<file path="config.mk">
export PLATFORM = sky130hd
export DESIGN_NAME = seg7_scan_driver
export DESIGN_NICKNAME = d
export VERILOG_FILES = /design/src/rtl/seg7_scan_driver.sv
export SDC_FILE = /design/constraint.sdc
export NUM_CORES = 1
export LEC_CHECK = 0
export BUFFER_PORTS_ARGS = -buffer_cell sky130_fd_sc_hd__buf_4
export CORE_ASPECT_RATIO = 0.8
export CORE_MARGIN = 1.5
export CORE_UTILIZATION = 47
export CTS_CLUSTER_DIAMETER = 80
export DETAILED_ROUTE_END_ITERATION = 6
export PLACE_DENSITY_LB_ADDON = 0.1
export SLEW_MARGIN = 30
export SYNTH_ARGS = -nofsm -noshare
export SYNTH_HDL_FRONTEND = slang
export SYNTH_SLANG_ARGS = --single-unit
export TNS_END_PERCENT = 20
</file>
<file path="constraint.sdc">
create_clock -name clk -period 3.45 [get_ports clk]
set_clock_uncertainty 0.2 [all_clocks]
set_input_delay 0.1725 -clock clk [delete_from_list [all_inputs] [get_ports clk]]
set_output_delay 0.1725 -clock clk [all_outputs]
set_load 0.005 [all_outputs]
</file>
<file path="src/rtl/seg7_scan_driver.sv">
// Time-multiplexed hex driver for a common-anode seven-segment display.
// Data is double-buffered (shadow -> active) and committed only at a frame wrap,
// so a frame never mixes old and new digits.
module seg7_scan_driver #(
    parameter int unsigned NUM_DIGITS     = 8,
    parameter int unsigned CLK_DIV        = 100000,
    parameter int unsigned BLANK_CYC      = 4,
    parameter bit          SEG_ACTIVE_LOW = 1'b1,
    parameter bit          AN_ACTIVE_LOW  = 1'b1
) (
    input  logic                    clk,
    input  logic                    rst_n,
    input  logic                    en,
    input  logic                    load,
    input  logic [4*NUM_DIGITS-1:0] din,
    input  logic [NUM_DIGITS-1:0]   dp_in,
    input  logic                    blank_lz,
    output logic [6:0]              seg,
    output logic                    dp,
    output logic [NUM_DIGITS-1:0]   an,
    output logic                    frame_done
);

    localparam int unsigned IW = (NUM_DIGITS > 1) ? $clog2(NUM_DIGITS) : 1;
    localparam int unsigned CW = (CLK_DIV > 1) ? $clog2(CLK_DIV) : 1;
    localparam int unsigned DW = 4 * NUM_DIGITS;

    localparam logic [6:0]            SEG_OFF = SEG_ACTIVE_LOW ? 7'h7F : 7'h00;
    localparam logic                  DP_OFF  = SEG_ACTIVE_LOW;
    localparam logic [NUM_DIGITS-1:0] AN_OFF  = AN_ACTIVE_LOW ? '1 : '0;

    logic [CW-1:0]         cnt;
    logic [IW-1:0]         idx;
    logic [DW-1:0]         shadow_d;
    logic [NUM_DIGITS-1:0] shadow_dp;
    logic [DW-1:0]         active_d;
    logic [NUM_DIGITS-1:0] active_dp;
    logic                  pending;

    logic                  tick_c;
    logic                  wrap_c;
    logic [NUM_DIGITS-1:0] lz_c;
    logic [3:0]            cur_nib_c;
    logic                  cur_dp_c;
    logic                  cur_blank_c;
    logic [NUM_DIGITS-1:0] onehot_c;
    logic [6:0]            pat_c;
    logic [6:0]            seg_nxt_c;
    logic                  dp_nxt_c;
    logic [NUM_DIGITS-1:0] an_nxt_c;

    // Hex nibble to active-low {g,f,e,d,c,b,a} pattern
    function automatic logic [6:0] hex_to_seg(input logic [3:0] nib);
        case (nib)
            4'h0: hex_to_seg = 7'h40;
            4'h1: hex_to_seg = 7'h79;
            4'h2: hex_to_seg = 7'h24;
            4'h3: hex_to_seg = 7'h30;
            4'h4: hex_to_seg = 7'h19;
            4'h5: hex_to_seg = 7'h12;
            4'h6: hex_to_seg = 7'h02;
            4'h7: hex_to_seg = 7'h78;
            4'h8: hex_to_seg = 7'h00;
            4'h9: hex_to_seg = 7'h10;
            4'hA: hex_to_seg = 7'h08;
            4'hB: hex_to_seg = 7'h03;
            4'hC: hex_to_seg = 7'h46;
            4'hD: hex_to_seg = 7'h21;
            4'hE: hex_to_seg = 7'h06;
            default: hex_to_seg = 7'h0E;
        endcase
    endfunction

    // Slot tick and frame wrap
    always_comb begin
        tick_c = en && (cnt == CW'(CLK_DIV - 1));
        wrap_c = tick_c && (idx == IW'(NUM_DIGITS - 1));
    end

    // Leading-zero mask: digit k is zero along with every digit above it
    always_comb begin
        logic all_zero;
        all_zero = 1'b1;
        lz_c     = '0;
        for (int k = int'(NUM_DIGITS) - 1; k >= 0; k--) begin
            all_zero = all_zero && (active_d[4*k +: 4] == 4'h0);
            lz_c[k]  = all_zero;
        end
        lz_c[0] = 1'b0;
    end

    // Select the digit currently being scanned and build next output values
    always_comb begin
        cur_nib_c   = '0;
        cur_dp_c    = 1'b0;
        cur_blank_c = 1'b0;
        onehot_c    = '0;
        for (int k = 0; k < int'(NUM_DIGITS); k++) begin
            if (idx == IW'(k)) begin
                cur_nib_c   = active_d[4*k +: 4];
                cur_dp_c    = active_dp[k];
                cur_blank_c = blank_lz && lz_c[k];
                onehot_c[k] = 1'b1;
            end
        end
        pat_c     = hex_to_seg(cur_nib_c);
        seg_nxt_c = cur_blank_c ? SEG_OFF : (SEG_ACTIVE_LOW ? pat_c : ~pat_c);
        dp_nxt_c  = SEG_ACTIVE_LOW ? ~cur_dp_c : cur_dp_c;
        if (en && (cnt >= CW'(BLANK_CYC))) begin
            an_nxt_c = AN_ACTIVE_LOW ? ~onehot_c : onehot_c;
        end else begin
            an_nxt_c = AN_OFF;
        end
    end

    // Prescaler and digit index; both freeze while en=0
    always_ff @(posedge clk or negedge rst_n) begin
        if (!rst_n) begin
            cnt <= '0;
            idx <= '0;
        end else if (tick_c) begin
            cnt <= '0;
            idx <= (idx == IW'(NUM_DIGITS - 1)) ? '0 : idx + IW'(1);
        end else if (en) begin
            cnt <= cnt + CW'(1);
        end
    end

    // Shadow capture and frame-boundary commit; a load coinciding with a wrap bypasses the shadow
    always_ff @(posedge clk or negedge rst_n) begin
        if (!rst_n) begin
            shadow_d  <= '0;
            shadow_dp <= '0;
            active_d  <= '0;
            active_dp <= '0;
            pending   <= 1'b0;
        end else begin
            if (load) begin
                shadow_d  <= din;
                shadow_dp <= dp_in;
            end
            if (wrap_c && load) begin
                active_d  <= din;
                active_dp <= dp_in;
                pending   <= 1'b0;
            end else if (wrap_c && pending) begin
                active_d  <= shadow_d;
                active_dp <= shadow_dp;
                pending   <= 1'b0;
            end else if (load) begin
                pending   <= 1'b1;
            end
        end
    end

    // Registered pin drivers and frame pulse
    always_ff @(posedge clk or negedge rst_n) begin
        if (!rst_n) begin
            seg        <= SEG_OFF;
            dp         <= DP_OFF;
            an         <= AN_OFF;
            frame_done <= 1'b0;
        end else begin
            seg        <= seg_nxt_c;
            dp         <= dp_nxt_c;
            an         <= an_nxt_c;
            frame_done <= wrap_c;
        end
    end

endmodule
</file>
==> report_table.html <==
<table>
<tr><th>Metric</th><th>Value</th></tr>
<tr><th colspan="2">Outcome</th></tr>
<tr><td>Run status</td><td>finished clean</td></tr>
<tr><th colspan="2">Drt</th></tr>
<tr><td>Initial drt markers</td><td>163</td></tr>
<tr><td>Via density</td><td>5.30</td></tr>
<tr><td>Final routed wire length divided by cell count</td><td>15.8 um</td></tr>
<tr><td>Final wirelength</td><td>11700 um</td></tr>
<tr><td>Count of unresolved DRC violations after routing</td><td>0</td></tr>
<tr><td>Routed vias</td><td>3903</td></tr>
<tr><td>Number of iterations in the first detailed-routing pass</td><td>5</td></tr>
<tr><td>Detail Route Antenna Nets</td><td>0</td></tr>
<tr><th colspan="2">STA</th></tr>
<tr><td>Final worst path period share</td><td>90.9%</td></tr>
<tr><td>Final TNS setup</td><td>0 ps</td></tr>
<tr><td>Crit path time final</td><td>3140 ps</td></tr>
<tr><td>RSZ-0062 raised after global routing</td><td>no</td></tr>
<tr><td>Count of final hold-check violations</td><td>0</td></tr>
<tr><td>Fmax</td><td>0.319 GHz</td></tr>
<tr><td>Slew at the pin closest to its max-slew limit</td><td>775 ps</td></tr>
<tr><td>Number of pins exceeding their max-slew limit in the final report</td><td>0</td></tr>
<tr><td>Setup-failing EPs final</td><td>0</td></tr>
<tr><td>Remaining max-slew budget at the tightest pin</td><td>48.4%</td></tr>
<tr><th colspan="2">Hold path</th></tr>
<tr><td>Worst min path class</td><td>primary input to flop</td></tr>
<tr><th colspan="2">Critical path</th></tr>
<tr><td>Kind of start point of the critical path</td><td>flop</td></tr>
<tr><td>Critical path capture point type</td><td>flop</td></tr>
<tr><td>Biggest fanout along the worst timing path</td><td>13</td></tr>
<tr><td>WP data required</td><td>3570 ps</td></tr>
<tr><td>Arrival time of data at the critical path endpoint</td><td>3250 ps</td></tr>
<tr><td>Critical path type</td><td>flop to flop</td></tr>
<tr><td>Worst setup slack for register-to-register paths</td><td>310 ps</td></tr>
<tr><th colspan="2">Global routing</th></tr>
<tr><td>First-pass GRT wire length</td><td>19300 um</td></tr>
<tr><td>Total track usage</td><td>20.8%</td></tr>
<tr><td>Antenna violations before repair</td><td>0</td></tr>
<tr><td>Via count of the first global-routing pass</td><td>3829</td></tr>
<tr><td>Overflow after GRT</td><td>0</td></tr>
<tr><td>Pin count of the biggest net entering global routing</td><td>91</td></tr>
<tr><th colspan="2">Power</th></tr>
<tr><td>Static power due to leakage</td><td>3.14 nW</td></tr>
<tr><td>Flop pwr share</td><td>43.3%</td></tr>
<tr><td>Worst IR drop on VDD</td><td>0.281 mV</td></tr>
<tr><td>Power per Cell Area</td><td>501 nW/um2</td></tr>
<tr><td>Share of total power in combinational logic</td><td>8.6%</td></tr>
<tr><td>Clock share of power</td><td>48.1%</td></tr>
<tr><td>Sw frac</td><td>23.6%</td></tr>
<tr><td>Sw power</td><td>0.833 mW</td></tr>
<tr><td>Total design power</td><td>3.53 mW</td></tr>
<tr><td>Internal power</td><td>2.70 mW</td></tr>
<tr><th colspan="2">Place</th></tr>
<tr><td>Number of placed instances, taps included</td><td>662</td></tr>
<tr><td>Detailed Place HPWL</td><td>7820 um</td></tr>
<tr><td>Number of buffer cells added on primary ports</td><td>61</td></tr>
<tr><td>Final GP Congestion</td><td>0.866</td></tr>
<tr><td>Post-place instance area</td><td>6040 um2</td></tr>
<tr><th colspan="2">Die</th></tr>
<tr><td>Chip height</td><td>99.0 um</td></tr>
<tr><td>Effective utilization at floorplan</td><td>49.0%</td></tr>
<tr><td>Floorplan die area</td><td>12200 um2</td></tr>
<tr><td>Area of the core</td><td>11100 um2</td></tr>
<tr><td># IOs</td><td>62</td></tr>
<tr><td>Num rows</td><td>34</td></tr>
<tr><td>Horiz. Die Dim</td><td>123 um</td></tr>
<tr><th colspan="2">Synthesis</th></tr>
<tr><td>Number of standard cells after synthesis</td><td>472</td></tr>
<tr><td>Count of yosys warnings during synthesis</td><td>0</td></tr>
<tr><td>Seq/Total Area, Yosys</td><td>54.9%</td></tr>
<tr><td>Synth Register Bits</td><td>118</td></tr>
<tr><td>Dominant register cell in the synthesized netlist</td><td>sky130_fd_sc_hd__dfrtp_1</td></tr>
<tr><td>Total nets after synthesis</td><td>530</td></tr>
<tr><td>Async set or reset register ratio after synthesis</td><td>100%</td></tr>
<tr><td>Mapped Area</td><td>5420 um2</td></tr>
<tr><td>Number of distinct library cells after synthesis</td><td>50</td></tr>
<tr><td>Count of flip-flops with a built-in enable after synthesis</td><td>0</td></tr>
<tr><td>Mapped Avg Cell Area</td><td>11.5 um2</td></tr>
<tr><th colspan="2">Clocking</th></tr>
<tr><td>Clock Latency Late Sink</td><td>410 ps</td></tr>
<tr><td>CTS clock-pin slew for the worst setup and hold paths</td><td>50 ps</td></tr>
<tr><td>Clock Root Buffer</td><td>sky130_fd_sc_hd__clkbuf_16</td></tr>
<tr><td>H-tree depth</td><td>4</td></tr>
<tr><td>Clock tree from TritonCTS</td><td>done</td></tr>
<tr><td>Buffer levels on the longest clock path</td><td>2</td></tr>
<tr><td>Num CTS Buffers</td><td>17</td></tr>
<tr><td>TritonCTS Sinks</td><td>118</td></tr>
<tr><th colspan="2">Layout</th></tr>
<tr><td>ANT cells</td><td>0</td></tr>
<tr><td>Final std cell area, no fill</td><td>7050 um2</td></tr>
<tr><td>Area Growth Syn to Fin</td><td>30.1%</td></tr>
<tr><td>Highest-count cells in the layout ignoring fill and taps</td><td>102 x sky130_fd_sc_hd__dfrtp_1, 70 x sky130_fd_sc_hd__mux2_2, 68 x sky130_fd_sc_hd__buf_4</td></tr>
<tr><td>Final cell utilization of the core</td><td>63.7%</td></tr>
<tr><td>Most common cell after layout, fill and taps aside</td><td>sky130_fd_sc_hd__dfrtp_1</td></tr>
<tr><td>Fill count</td><td>872</td></tr>
<tr><td>Number of nets in the finished design</td><td>637</td></tr>
<tr><td>Non-filler cells, final</td><td>736</td></tr>
<tr><td>Share of layout cells above drive strength 1</td><td>32.9%</td></tr>
<tr><th colspan="2">Run</th></tr>
<tr><td>Max-capacitance violation count</td><td>0</td></tr>
</table>
cell families after synthesis:
family / after synthesis / synth area share [%]
adders and majority gates: 13 / 3.00
buffers and inverters: 39 / 3.09
xor gates and xnor gates: 14 / 2.26
muxes: 75 / 15.7
and+or+nand+nor: 131 / 11.6
DFF: 118 / 54.9
AOI/OAI and AO/OA: 82 / 9.49
power by group through the flow:
stage,combinational (mW),clock (mW),sequential [mW]
after floorplan,0.154,0,1.54
after global placement,0.258,0,1.55
after detailed placement,0.266,0,1.55
after CTS,0.308,1.74,1.53
after global routing,0.341,1.81,1.54
final,0.302,1.70,1.53
critical path, stage by stage, from the launching register on:
cell,delay (ps)
sky130_fd_sc_hd__dfrtp_1,400
sky130_fd_sc_hd__inv_1,110
sky130_fd_sc_hd__ha_1,420
sky130_fd_sc_hd__buf_4,270
sky130_fd_sc_hd__nor3b_1,70
sky130_fd_sc_hd__nor3_1,160
sky130_fd_sc_hd__o21ai_0,100
sky130_fd_sc_hd__a32oi_1,470
sky130_fd_sc_hd__inv_1,130
sky130_fd_sc_hd__ha_1,330
sky130_fd_sc_hd__mux2i_1,140
sky130_fd_sc_hd__nor2_1,50
sky130_fd_sc_hd__o21ai_0,210
through the flow:
step / hold WS, ps / setup WS (ps)
detailed placement: 93.2 / 248
CTS: 111 / 209
global placement: 204 / 433
finish: 134 / 312
global route: 187 / 26.5
floorplan: -323 / 681
worst paths after layout:
path,startpoint,to,cells past startpoint
min reg2reg,active_dp[7]$_DFFE_PN0N_,dp$_DFF_PN1_,1
max,idx[1]$_DFFE_PN0P_,seg[3]$_DFF_PN1_,12
min,blank_lz,seg[5]$_DFF_PN1_,5
max reg2reg,idx[1]$_DFFE_PN0P_,seg[3]$_DFF_PN1_,12
max in group asynchronous,rst_n,active_d[18]$_DFFE_PN0N_,3
min in group asynchronous,rst_n,shadow_dp[2]$_DFFE_PN0P_,2
timing repair:
item                       4_1_cts  5_1_grt
setup endpoints to repair        0        4
resized for setup                0        1
hold endpoints to repair       156        0
hold buffers                    42        0
setup buffers                    0        0
layout make-up:
type	count	area, um2	share of cell area, %
clock buffers	17	425	6.04
clock inverters	15	156	2.22
inverters	15	56.3	0.799
multi-input cells	315	2290	32.5
flip-flops and latches	118	2970	42.2
well taps	144	180	2.56
repair buffers	112	970	13.8
cells in the mapped netlist, types with 2 or more instances:
library cell,number,share of area (%)
sky130_fd_sc_hd__nor3_1,8,0.74
sky130_fd_sc_hd__nand2_1,47,3.3
sky130_fd_sc_hd__a211oi_1,2,0.28
sky130_fd_sc_hd__inv_1,15,1.0
sky130_fd_sc_hd__nor4_1,9,1.0
sky130_fd_sc_hd__nor2b_1,4,0.46
sky130_fd_sc_hd__nand3_1,13,1.2
sky130_fd_sc_hd__dfrtp_1,102,47
sky130_fd_sc_hd__xnor2_1,9,1.5
sky130_fd_sc_hd__a22oi_1,10,1.4
sky130_fd_sc_hd__o22ai_1,2,0.23
sky130_fd_sc_hd__clkbuf_1,11,0.76
sky130_fd_sc_hd__ha_1,13,3.0
sky130_fd_sc_hd__mux2_4,2,0.55
sky130_fd_sc_hd__and3_1,3,0.35
sky130_fd_sc_hd__or3_1,2,0.23
sky130_fd_sc_hd__mux2i_1,3,0.55
sky130_fd_sc_hd__o221ai_1,2,0.32
sky130_fd_sc_hd__buf_1,6,0.42
sky130_fd_sc_hd__o21ai_0,23,2.1
sky130_fd_sc_hd__xor2_1,5,0.81
sky130_fd_sc_hd__a21oi_1,22,2.0
sky130_fd_sc_hd__mux2_2,70,15
sky130_fd_sc_hd__o31ai_1,2,0.28
sky130_fd_sc_hd__nand2b_1,2,0.23
sky130_fd_sc_hd__buf_6,2,0.42
sky130_fd_sc_hd__nand3b_1,3,0.42
sky130_fd_sc_hd__nor3b_1,2,0.28
sky130_fd_sc_hd__dfstp_2,16,7.8
sky130_fd_sc_hd__o211ai_1,6,0.83
sky130_fd_sc_hd__o21a_1,2,0.28
sky130_fd_sc_hd__nor2_1,29,2.0
sky130_fd_sc_hd__buf_2,5,0.46
sky130_fd_sc_hd__nand4_1,4,0.46
per-layer routing:
layer | share of wire, % | vias to the layer above | global-route usage [%]
met4 | 0.66 | 0 | 6.63
met5 | 0 | - | 0
met2 | 45 | 90 | 30.9
met3 | 3.7 | 6 | 4.98
li1 | - | 1891 | -
met1 | 51 | 1916 | 30.0
state kept, by name (all words and copies together), names as in the netlist, 3 cells and up:
signal	flops
active_d	32
active_dp	8
an	8
cnt	17
idx	3
seg	7
shadow_d	32
shadow_dp	8
Note: power is estimated with default switching activity, not from simulation.
